<file path="src/rtl/div_seq.sv">
// div_seq: multi-cycle sequencer for the shared DIV/DIVU divider in EX.
// Runs a WIDTH-iteration restoring division on operand magnitudes and
// applies the sign fix-up when the result is written. The pipeline is held
// stalled until {remainder, quotient} is ready for the HI/LO write.
//
// state   | meaning
// --------+------------------------------------------------------------
// IDLE    | waiting for a request; operands are latched on acceptance
// DIVZERO | divisor was zero; one cycle, then END with a zero result
// ON      | one restoring-division iteration per cycle, cnt counts up
// END     | result_o valid, ready_o high until start_i is released
module div_seq #(
    parameter int WIDTH = 32,
    parameter int CNT_W = 6
) (
    input  logic                 clk,
    input  logic                 resetn,
    input  logic                 start_i,
    input  logic                 signed_i,
    input  logic [WIDTH-1:0]     opdata1_i,
    input  logic [WIDTH-1:0]     opdata2_i,
    input  logic                 annul_i,
    output logic [2*WIDTH-1:0]   result_o,
    output logic                 ready_o,
    output logic                 stall_o
);

    typedef enum logic [1:0] {IDLE, DIVZERO, ON, END} state_t;

    localparam logic [WIDTH-1:0] ONE     = WIDTH'(1);
    localparam logic [CNT_W-1:0] CNT_ONE = CNT_W'(1);
    localparam logic [CNT_W-1:0] CNT_TC  = CNT_W'(WIDTH - 1);

    state_t            state, state_nxt;
    logic [CNT_W-1:0]  cnt;
    logic [WIDTH-1:0]  quot, rem, divisor;
    logic              sign_q, sign_r;

    logic              accept;
    logic              op1_neg, op2_neg;
    logic [WIDTH-1:0]  op1_abs, op2_abs;
    logic [WIDTH:0]    shifted, trial;
    logic              borrow, last;
    logic [WIDTH-1:0]  quot_nxt, rem_nxt, quot_fix, rem_fix;

    // Operand magnitudes and one restoring-division step on the held state.
    // The dividend is shifted out of quot while quotient bits shift in.
    always_comb begin
        op1_neg  = signed_i & opdata1_i[WIDTH-1];
        op2_neg  = signed_i & opdata2_i[WIDTH-1];
        op1_abs  = op1_neg ? (~opdata1_i) + ONE : opdata1_i;
        op2_abs  = op2_neg ? (~opdata2_i) + ONE : opdata2_i;
        shifted  = {rem, quot[WIDTH-1]};
        trial    = shifted - {1'b0, divisor};
        borrow   = trial[WIDTH];
        rem_nxt  = borrow ? shifted[WIDTH-1:0] : trial[WIDTH-1:0];
        quot_nxt = {quot[WIDTH-2:0], ~borrow};
        // sign_q/sign_r are only ever set in signed mode, so they carry signed_i
        quot_fix = sign_q ? (~quot_nxt) + ONE : quot_nxt;
        rem_fix  = sign_r ? (~rem_nxt) + ONE : rem_nxt;
        last     = (cnt == CNT_TC);
    end

    // State register.
    always_ff @(posedge clk) begin
        if (!resetn) state <= IDLE;
        else         state <= state_nxt;
    end

    // Next-state decode, acceptance and combinational stall request.
    always_comb begin
        state_nxt = state;
        stall_o   = 1'b0;
        accept    = 1'b0;
        case (state)
            IDLE: begin
                if (start_i && !annul_i) begin
                    accept    = 1'b1;
                    stall_o   = 1'b1;
                    state_nxt = (opdata2_i == '0) ? DIVZERO : ON;
                end
            end
            DIVZERO: begin
                if (annul_i) begin
                    state_nxt = IDLE;
                end else begin
                    stall_o   = 1'b1;
                    state_nxt = END;
                end
            end
            ON: begin
                if (annul_i) begin
                    state_nxt = IDLE;
                end else begin
                    stall_o = 1'b1;
                    if (last) state_nxt = END;
                end
            end
            END: begin
                if (annul_i || !start_i) state_nxt = IDLE;
            end
            default: state_nxt = IDLE;
        endcase
    end

    // Datapath: operand capture, iteration, result and ready registers.
    always_ff @(posedge clk) begin
        if (!resetn) begin
            cnt      <= '0;
            quot     <= '0;
            rem      <= '0;
            divisor  <= '0;
            sign_q   <= 1'b0;
            sign_r   <= 1'b0;
            result_o <= '0;
            ready_o  <= 1'b0;
        end else begin
            case (state)
                IDLE: begin
                    result_o <= '0;
                    ready_o  <= 1'b0;
                    if (accept) begin
                        quot    <= op1_abs;
                        rem     <= '0;
                        divisor <= op2_abs;
                        sign_q  <= op1_neg ^ op2_neg;
                        sign_r  <= op1_neg;
                        cnt     <= '0;
                    end
                end
                DIVZERO: begin
                    result_o <= '0;
                    ready_o  <= !annul_i;
                end
                ON: begin
                    if (annul_i) begin
                        cnt      <= '0;
                        result_o <= '0;
                        ready_o  <= 1'b0;
                    end else begin
                        quot <= quot_nxt;
                        rem  <= rem_nxt;
                        cnt  <= cnt + CNT_ONE;
                        if (last) begin
                            result_o <= {rem_fix, quot_fix};
                            ready_o  <= 1'b1;
                        end
                    end
                end
                END: begin
                    if (annul_i || !start_i) begin
                        result_o <= '0;
                        ready_o  <= 1'b0;
                    end
                end
                default: begin
                    result_o <= '0;
                    ready_o  <= 1'b0;
                end
            endcase
        end
    end

endmodule
</file>
<file path="config.mk">
export PLATFORM = sky130hd
export DESIGN_NAME = div_seq
export DESIGN_NICKNAME = d
export VERILOG_FILES = /design/src/rtl/div_seq.sv
export SDC_FILE = /design/constraint.sdc
export NUM_CORES = 1
export LEC_CHECK = 0
export ABC_AREA = 1
export CAP_MARGIN = 40
export CORE_UTILIZATION = 55
export CTS_CLUSTER_DIAMETER = 100
export DETAILED_ROUTE_END_ITERATION = 6
export HOLD_SLACK_MARGIN = 0.02
export PLACE_DENSITY = 0.78
export SYNTH_ARGS = -nofsm -noshare
export SYNTH_HDL_FRONTEND = slang
export SYNTH_SLANG_ARGS = --single-unit
</file>
<file path="constraint.sdc">
create_clock -name clk -period 5.38 [get_ports clk]
set_input_delay 0.807 -clock clk [delete_from_list [all_inputs] [get_ports clk]]
set_output_delay 0.807 -clock clk [all_outputs]
set_load 0.005 [all_outputs]
</file>
* Yosys cells after proc, flatten, opt, wreduce, memory -nomap -nowiden
Cells that the tools add are included.
Storage, ports and cells: flip-flop bits (word level) 171, input port bits 69, output and inout bits 66, word-level logic and storage cells 79
Cells by class: add/sub/neg operators 6, eq/ne operators 9, muxes and demuxes 33, bitwise operators 8, reduce and logical (&&, ||, !) cells 14
Operator list (count):
- 32-bit 2-to-1 mux | 9
- 64-bit 2-to-1 mux | 3
- 64-bit one-hot mux with 3 select lines | 1
- 32-bit by 1-bit adder with 32-bit output, second input constant | 4
- 32-bit inverter | 4
- 32-bit one-hot mux with 2 select lines | 2
- 33-bit by 32-bit subtractor with 33-bit output | 1
- 32-bit zero test | 1
- 2-bit 2-to-1 mux | 6
- 6-bit 2-to-1 mux | 2
- 6-bit one-hot mux with 2 select lines | 1
- 2-bit inequality test, second input constant | 4
- 2-bit one-hot mux with 4 select lines | 1
- 6-bit by 1-bit adder with 6-bit output, second input constant | 1
- 6-bit by 5-bit == test with 1-bit output, second input constant | 1
- 1-bit 2-to-1 mux | 6
- 2-bit AND reduction | 3
- 3-bit AND reduction | 2
- 2-bit == test, second input constant | 2
- 1-bit one-hot mux with 4 select lines | 1
- 2-bit OR reduction | 2
- 3-bit inequality test, second input constant | 1
- 1-bit AND | 2
- 2-bit by 1-bit == test with 1-bit output, second input constant | 1
- 8 further kinds | 9

* Depth between registers and ports, before layout
Gate-level depths: netlist (run 1).
depth in word-level cells 8, depth in mapped cells 31, mapped depth without buffers 29

* Least setup slack after synthesis (run 1)
OpenSTA, ideal clock, no wires.
kind reg2reg, from reg quot[31], to reg result_o[30], library setup time 0.070 ns, data arrival time 3.799 ns, data required time 5.310 ns, path slack 1.511 ns, stages on the path, launching flop included 31, path buffers 2, clock period less this slack 3.869 ns, cell sequence dfxtp_1 inv_1 ha_1 fa_1 inv_1 nand2_1 nand2_1 nand3_1 nand2_2 nand2_2 nand2_2 nand2_4 nand2_4 nand2_4 nand2_4 buf_4 buf_4 ha_1 inv_1 nor3_1 nand2_1 nor3_1 nand4_1 nand2_1 nand2_1 nor2_1 o21a_1 o21ai_0 o21ai_0 nand3_1 a21oi_1
Between the ends: word-level cells in the longest chain between the ends 8
RTL lines:
- start: declaration | RTL line 36 | logic [WIDTH-1:0] quot, rem, divisor;
- start signal: assignment | RTL line 123 | quot <= op1_abs;
- start signal: assignment | RTL line 141 | quot <= quot_nxt;
- 33-bit by 32-bit subtractor with 33-bit output | RTL line 54 | trial = shifted - {1'b0, divisor};
- 1-bit inverter | RTL line 57 | quot_nxt = {quot[WIDTH-2:0], ~borrow};
- 32-bit inverter | RTL line 59 | quot_fix = sign_q ? (~quot_nxt) + ONE : quot_nxt;
- 32-bit by 1-bit adder with 32-bit output | RTL line 59
- 32-bit 2-to-1 mux | RTL line 59
- 64-bit 2-to-1 mux | RTL line 144 | if (last) begin
- 64-bit 2-to-1 mux | RTL line 136 | if (annul_i) begin
- 64-bit one-hot mux with 3 select lines | RTL line 118 | case (state)
- end signal: assignment | RTL line 145 | result_o <= {rem_fix, quot_fix};
- end: declaration | RTL line 23 | output logic [2*WIDTH-1:0] result_o,
No other way between the ends. The select of a mux whose other input is x is not followed. A chain may end at the register's enable or synchronous reset.

* Worst setup path after layout (run 1)
from reg divisor[5], to reg result_o[30]
Between the ends: word-level cells in the longest chain between the ends 8
RTL lines:
- start: declaration | RTL line 36
- start signal: assignment | RTL line 125 | divisor <= op2_abs;
- 33-bit by 32-bit subtractor with 33-bit output | RTL line 54
- 1-bit inverter | RTL line 57
- 32-bit inverter | RTL line 59
- 32-bit by 1-bit adder with 32-bit output | RTL line 59
- 32-bit 2-to-1 mux | RTL line 59
- 64-bit 2-to-1 mux | RTL line 144
- 64-bit 2-to-1 mux | RTL line 136
- 64-bit one-hot mux with 3 select lines | RTL line 118
No other way between the ends. The select of a mux whose other input is x is not followed.

==> flow_summary.yaml, run 1 <==
global_route:
  antenna_found_initial: 0
  use_met1_pct: 45.6
  grt.busiest_layer: "met2"
  first_global_vias: 13300
  gr-usage-met3_pct: 8.03
  grt_pass1_wl_um: 67800
  gr-total-overflow: 0
  grt_use_total_pct: 35.7
  grt_max_degree: 85
  grt_util_met2_pct: 58.1
sta:
  finalSetupTns_ps: 0
  finalCritPeriodShare_pct: 80.4
  hold_viol_final: 0
  setup_ws_ps: 1060
  layout_min_cycle_time_ps: 4320
  max_slew.worst_pin.slew_ps: 903
  setup_viol: 0
  drv_slew: 0
  timing.fmax_mhz: 231
  holdWs_ps: 465
  rsz0062_at_grt: "no"
  slew_headroom_pct: 39.8
  clock_skew_ps: 13.8
placement:
  placed_area_sq_um: 14600
  place_ws_ps: 1170
  gp_congestion: 0.962
  dp.final_hpwl_um: 33400
  port_buffers: 134
logic_synthesis:
  netlist.area_leader.share_pct: 26.0
  ys.flop_type: "dfxtp_1"
  synth_nets: 2341
  synth_top_area_cell: "dfxtp_1"
  yosysMostFrequentCell: "nand2_1"
  syn_inst: 2228
  ys_top_cells_by_count: "nand2_1 (753), inv_1 (288), a21oi_1 (222)"
  synthArstFlopShare_pct: 0
  synth-edff-count: 0
  synth_cell_type_count: 48
  synth-seq-cells: 171
  syn-cell-area_sq_um: 13100
  ys.warnings.count: 0
  synth_area_per_cell_sq_um: 5.90
  synthTopCellsByArea: "dfxtp_1 (26%), nand2_1 (21%), a21oi_1 (8.4%)"
  seq_area_frac_synth_pct: 26.0
cells_and_area:
  diodes: 0
  layout.nets: 2428
  nFillCells: 2279
  design_area_sq_um: 15200
  syn_to_final_growth_pct: 15.9
  final_layout_size_suffix_gt1_share_pct: 5.41
clock_network:
  path_clk_slew_ps: 80
  htreeDepth: 4
  cts_root_buffer: "clkbuf_16"
  postCtsSetupBuffers: 0
  clock-sinks: 171
  cts_hold_buf: 0
  cts_buffer_depth: 2
  clk_latency_ps: 450
  cts_tree: "yes"
  cts-resized-gates: 0
  cts-buffers-inserted: 17
worst_hold_path:
  hp-class: "flop to flop"
  whs_path_depth: 2
route:
  wire_per_inst_um: 16.2
  firstDrtPassIters: 7
  ant_nets: 0
  drt_wl_total_um: 43000
  vias: 14500
  viasPerCell: 5.48
  drtIter0Drc: 1350
  drcViolationCount: 2
status:
  status: "complete, but fails checks"
  violations: "design-rule violations"
power:
  p_per_area_nw_per_um2: 436
  p_leak_uw: 0.00722
  ir_worst_vdd_v: 0.000496
worst_setup_path:
  crit_fanout: 13
  arrival_ps: 4620
  cp-end-kind: "flop"
  path_class: "flop to flop"
  critPathLaunchType: "flop"
  crit_required_ps: 5670
  reg2regPathDepth: 26
die:
  die_w_um: 157
  die_y_um: 157
  coreArea_sq_um: 23500
  rows: 56
  start_util_pct: 56.0
  ios: 135
  die_area_sq_um: 24500
run:
  cap_violations: 0
==> sequential cells by signal, indices dropped and copies added, names as in the netlist <==
name	flops
result_o	64
divisor	32
quot	32
rem	32
cnt	6
state	2
ready_o	1
sign_q	1
sign_r	1
==> report_power, final <==
group / leakage [uW] / internal, uW / switching [uW]
Combinational: 0.00554 / 1180 / 2610
Clock: 0.000287 / 627 / 639
Sequential: 0.00139 / 1420 / 168
==> layout make-up <==
cell class	count	area (sq um)	area share (%)
inverter	301	1130	7.43
clock inverter	15	169	1.11
multi-input combinational	1676	8240	54.1
timing repair buffer	148	1450	9.54
sequential	171	3420	22.5
tap	319	399	2.62
clock buffer	17	425	2.79
==> routing by layer <==
layer / up-vias / wire length, um
met5: - / 0
met4: 0 / 1490
met3: 108 / 3370
met2: 553 / 19300
met1: 6589 / 18800
li1: 7266 / -
==> placed cells by master (no fill, tap or decap), drive strengths merged, types with 4 or more instances in the layout <==
cell type	instances
xor2	39
nor4	8
nand3b	12
nand3	137
xnor2	27
clkinv	8
buf	14
ha	43
inv	307
a21oi	227
clkdlybuf4s50	134
nor2	186
o211ai	25
dfxtp	171
nand2	792
o221ai	9
o21bai	4
or2	4
o21ai	99
nor3	30
clkbuf	17
nand4	16
==> critical path, cell delays in order (launching register included) <==
cell     delay, ps
dfxtp_1        460
inv_1           90
ha_1           340
nand2_1         90
nand2_1         90
a21oi_2        140
nand2_2        110
nand2_2        100
nand2_2         90
nand2_4        110
nand3_2        250
nand2_4        190
ha_1           180
inv_1           60
nor3_1         190
nand2_1        110
nor3_1         290
nand4_1        190
nand2_1        160
nand2_1        100
nor2_1         160
o21a_1         180
o21ai_0        160
nor2_1         140
nand2_1         60
nand3_1         80
a21oi_1         60
==> path summary, 6_finish.rpt <==
check	startpoint	end	slack, ps
setup / recovery	divisor[5]	result_o[30]	1060
hold / removal	result_o[9]	result_o[9]	460
setup reg to reg	divisor[5]	result_o[30]	1060
hold reg to reg	result_o[9]	result_o[9]	460
==> metrics by stage <==
step	utilization, %	instances	total power, uW
2_1_floorplan	-	2228	4330
3_3_place_gp	62.3	2614	5260
3_5_place_dp	62.4	2615	5300
4_1_cts	64.9	2647	6570
5_1_grt	64.9	2647	7150
6_report	64.9	2647	6640
==> logic make-up after synthesis <==
family / share of synthesized area [%]
and+or+nand+nor: 38.4
buffers and inverters: 11.4
AOI/OAI and AO/OA: 15.5
DFF: 26.0
xor gates and xnor gates: 4.40
adders and majority gates: 4.24
No activity file was read; power rests on OpenSTA's default activity.
==> run 2, diff against run 1 <==
==> constraint.sdc (replaced) <==
create_clock -name clk -period 4.4 [get_ports clk]
set_input_delay 0.66 -clock clk [delete_from_list [all_inputs] [get_ports clk]]
set_output_delay 0.66 -clock clk [all_outputs]
set_load 0.005 [all_outputs]
==> flow_summary.yaml, run 2 (synthesized netlist as in run 1, its figures left out) <==
status:
  status: "complete, no violations"
cells_and_area:
  syn_to_final_growth_pct: 16.3
  ff_latch_area_sq_um: 3420
  final_layout_size_suffix_gt1_share_pct: 5.58
  final_cell_mix: "nand2_1 (753), inv_1 (287), a21oi_1 (222)"
  layout.nets: 2430
  multi_input_comb_area_sq_um: 8250
  design_area_sq_um: 15300
  layout_commonest_cell: "nand2_1"
  final_cells: 2649
  largest_register_ffs: 64
  final_util_pct: 65.2
  largest-register: "result_o"
  diodes: 0
  nFillCells: 2254
worst_setup_path:
  cp-end-kind: "flop"
  path_class: "flop to flop"
  slowest_delay_ps: 400
  slowest_stage: "fa_1"
  path_common_cell: "nand2_1"
  crit_required_ps: 4770
  arrival_ps: 4370
  crit_fanout: 13
  critPathLaunchType: "flop"
placement:
  port_buffers: 134
  gp_congestion: 0.974
  place_ws_ps: 254
  placed_area_sq_um: 14700
  dp.final_hpwl_um: 32300
  placed_cells: 2617
sta:
  layout_min_cycle_time_ps: 4000
  setup_viol: 0
  finalCritPeriodShare_pct: 91.0
  hold_viol_final: 0
  setup_ws_ps: 398
  slew_headroom_pct: 45.1
  timing.fmax_mhz: 250
  drv_slew: 0
  clock_skew_ps: 17.3
  rsz0062_at_grt: "no"
  max_slew.worst_pin.slew_ps: 823
  finalSetupTns_ps: 0
clock_network:
  cts_root_buffer: "clkbuf_16"
  clock-sinks: 171
  clk_latency_ps: 450
  cts_buffer_depth: 2
  cts-buffers-inserted: 17
  htreeDepth: 4
  cts_tree: "yes"
  postCtsSetupBuffers: 0
  path_clk_slew_ps: 70
global_route:
  grt_use_total_pct: 35.1
  first_global_vias: 13400
  grt_max_degree: 75
  gr-total-overflow: 0
  antenna_found_initial: 0
  grt_pass1_wl_um: 67400
route:
  viasPerCell: 5.46
  vias: 14500
  ant_nets: 0
  drt_wl_total_um: 41900
  firstDrtPassIters: 5
  drcViolationCount: 0
  drtIter0Drc: 1332
  wire_per_inst_um: 15.8
worst_hold_path:
  hp-class: "flop to flop"
power:
  p_clk_share_pct: 19.6
  p_int_uw: 4020
  p_per_area_nw_per_um2: 533
  seqPwrFrac_pct: 23.7
  p_leak_uw: 0.00724
  pwr-share-comb_pct: 56.7
  swShare_pct: 50.7
  p_sw_uw: 4140
  ir_worst_vdd_v: 0.000494
run:
  cap_violations: 0
die:
  die_y_um: 157
  die_area_sq_um: 24500
  coreArea_sq_um: 23500
  rows: 56
  start_util_pct: 56.0
  ios: 135
  die_w_um: 157
==> run 2: path summary, 6_finish.rpt <==
kind	from	endpoint	slack, ps	cells after the start
max	quot[31]	result_o[30]	400	28
max reg2reg	quot[31]	result_o[30]	400	28
min	result_o[54]	result_o[54]	470	2
min reg2reg	result_o[54]	result_o[54]	470	2
==> run 2: area by class of cell <==
class                           count  share of cell area [%]
Tap cell                          319                    2.61
Inverter                          301                    7.40
Clock buffer                       18                    2.87
Clock inverter                     14                    1.15
Multi-Input combinational cell   1676                    53.9
Sequential cell                   171                    22.4
Timing Repair Buffer              150                    9.64
==> run 2: power groups by stage <==
stage	Sequential [uW]	Clock, uW	Combinational [uW]
6_report	1930	1600	4630
5_1_grt	1960	1650	5180
4_1_cts	1920	1590	4530
3_5_place_dp	1960	0	4500
3_3_place_gp	1950	0	4450
2_1_floorplan	1890	0	3410
==> run 2: timing repair <==
| action | 4_1_cts | 5_1_grt |
|---|---|---|
| resized for setup | 0 | 3 |
| setup endpoints to repair | 0 | 3 |
| hold buffers | 0 | 0 |
==> run 2: per-stage QoR <==
step           hold slack, ps  power [uW]
4_1_cts                   467        8050
3_3_place_gp              454        6400
3_5_place_dp              455        6450
2_1_floorplan             445        5290
6_report                  467        8160
5_1_grt                   481        8800
==> run 2: critical path: cells and delay by family, from the launching register on <==
family                   cells  cell delay (ps)
AO/OA/AOI/OAI                4              630
adder cells (fa/ha/maj)      3              780
buffers and inverters        3              210
flip-flops                   1              340
AND/OR/NAND/NOR             18             1980
==> run 2: layer usage <==
layer	GRT usage (%)	up-vias	part of all wire, %
li1	-	7274	-
met1	46.2	6565	45
met2	57.1	524	45
met3	5.07	92	6.4
met4	14.8	0	3.3
met5	0	-	0
==> run 3, diff against run 2 <==
--- a/config.mk
+++ b/config.mk
@@ -15,3 +15,4 @@
 export SYNTH_ARGS = -nofsm -noshare
 export SYNTH_HDL_FRONTEND = slang
 export SYNTH_SLANG_ARGS = --single-unit
+export TNS_END_PERCENT = 1
==> results of run 3 <==
Same layout as run 2: the final DEF is identical, and so are final timing and power.
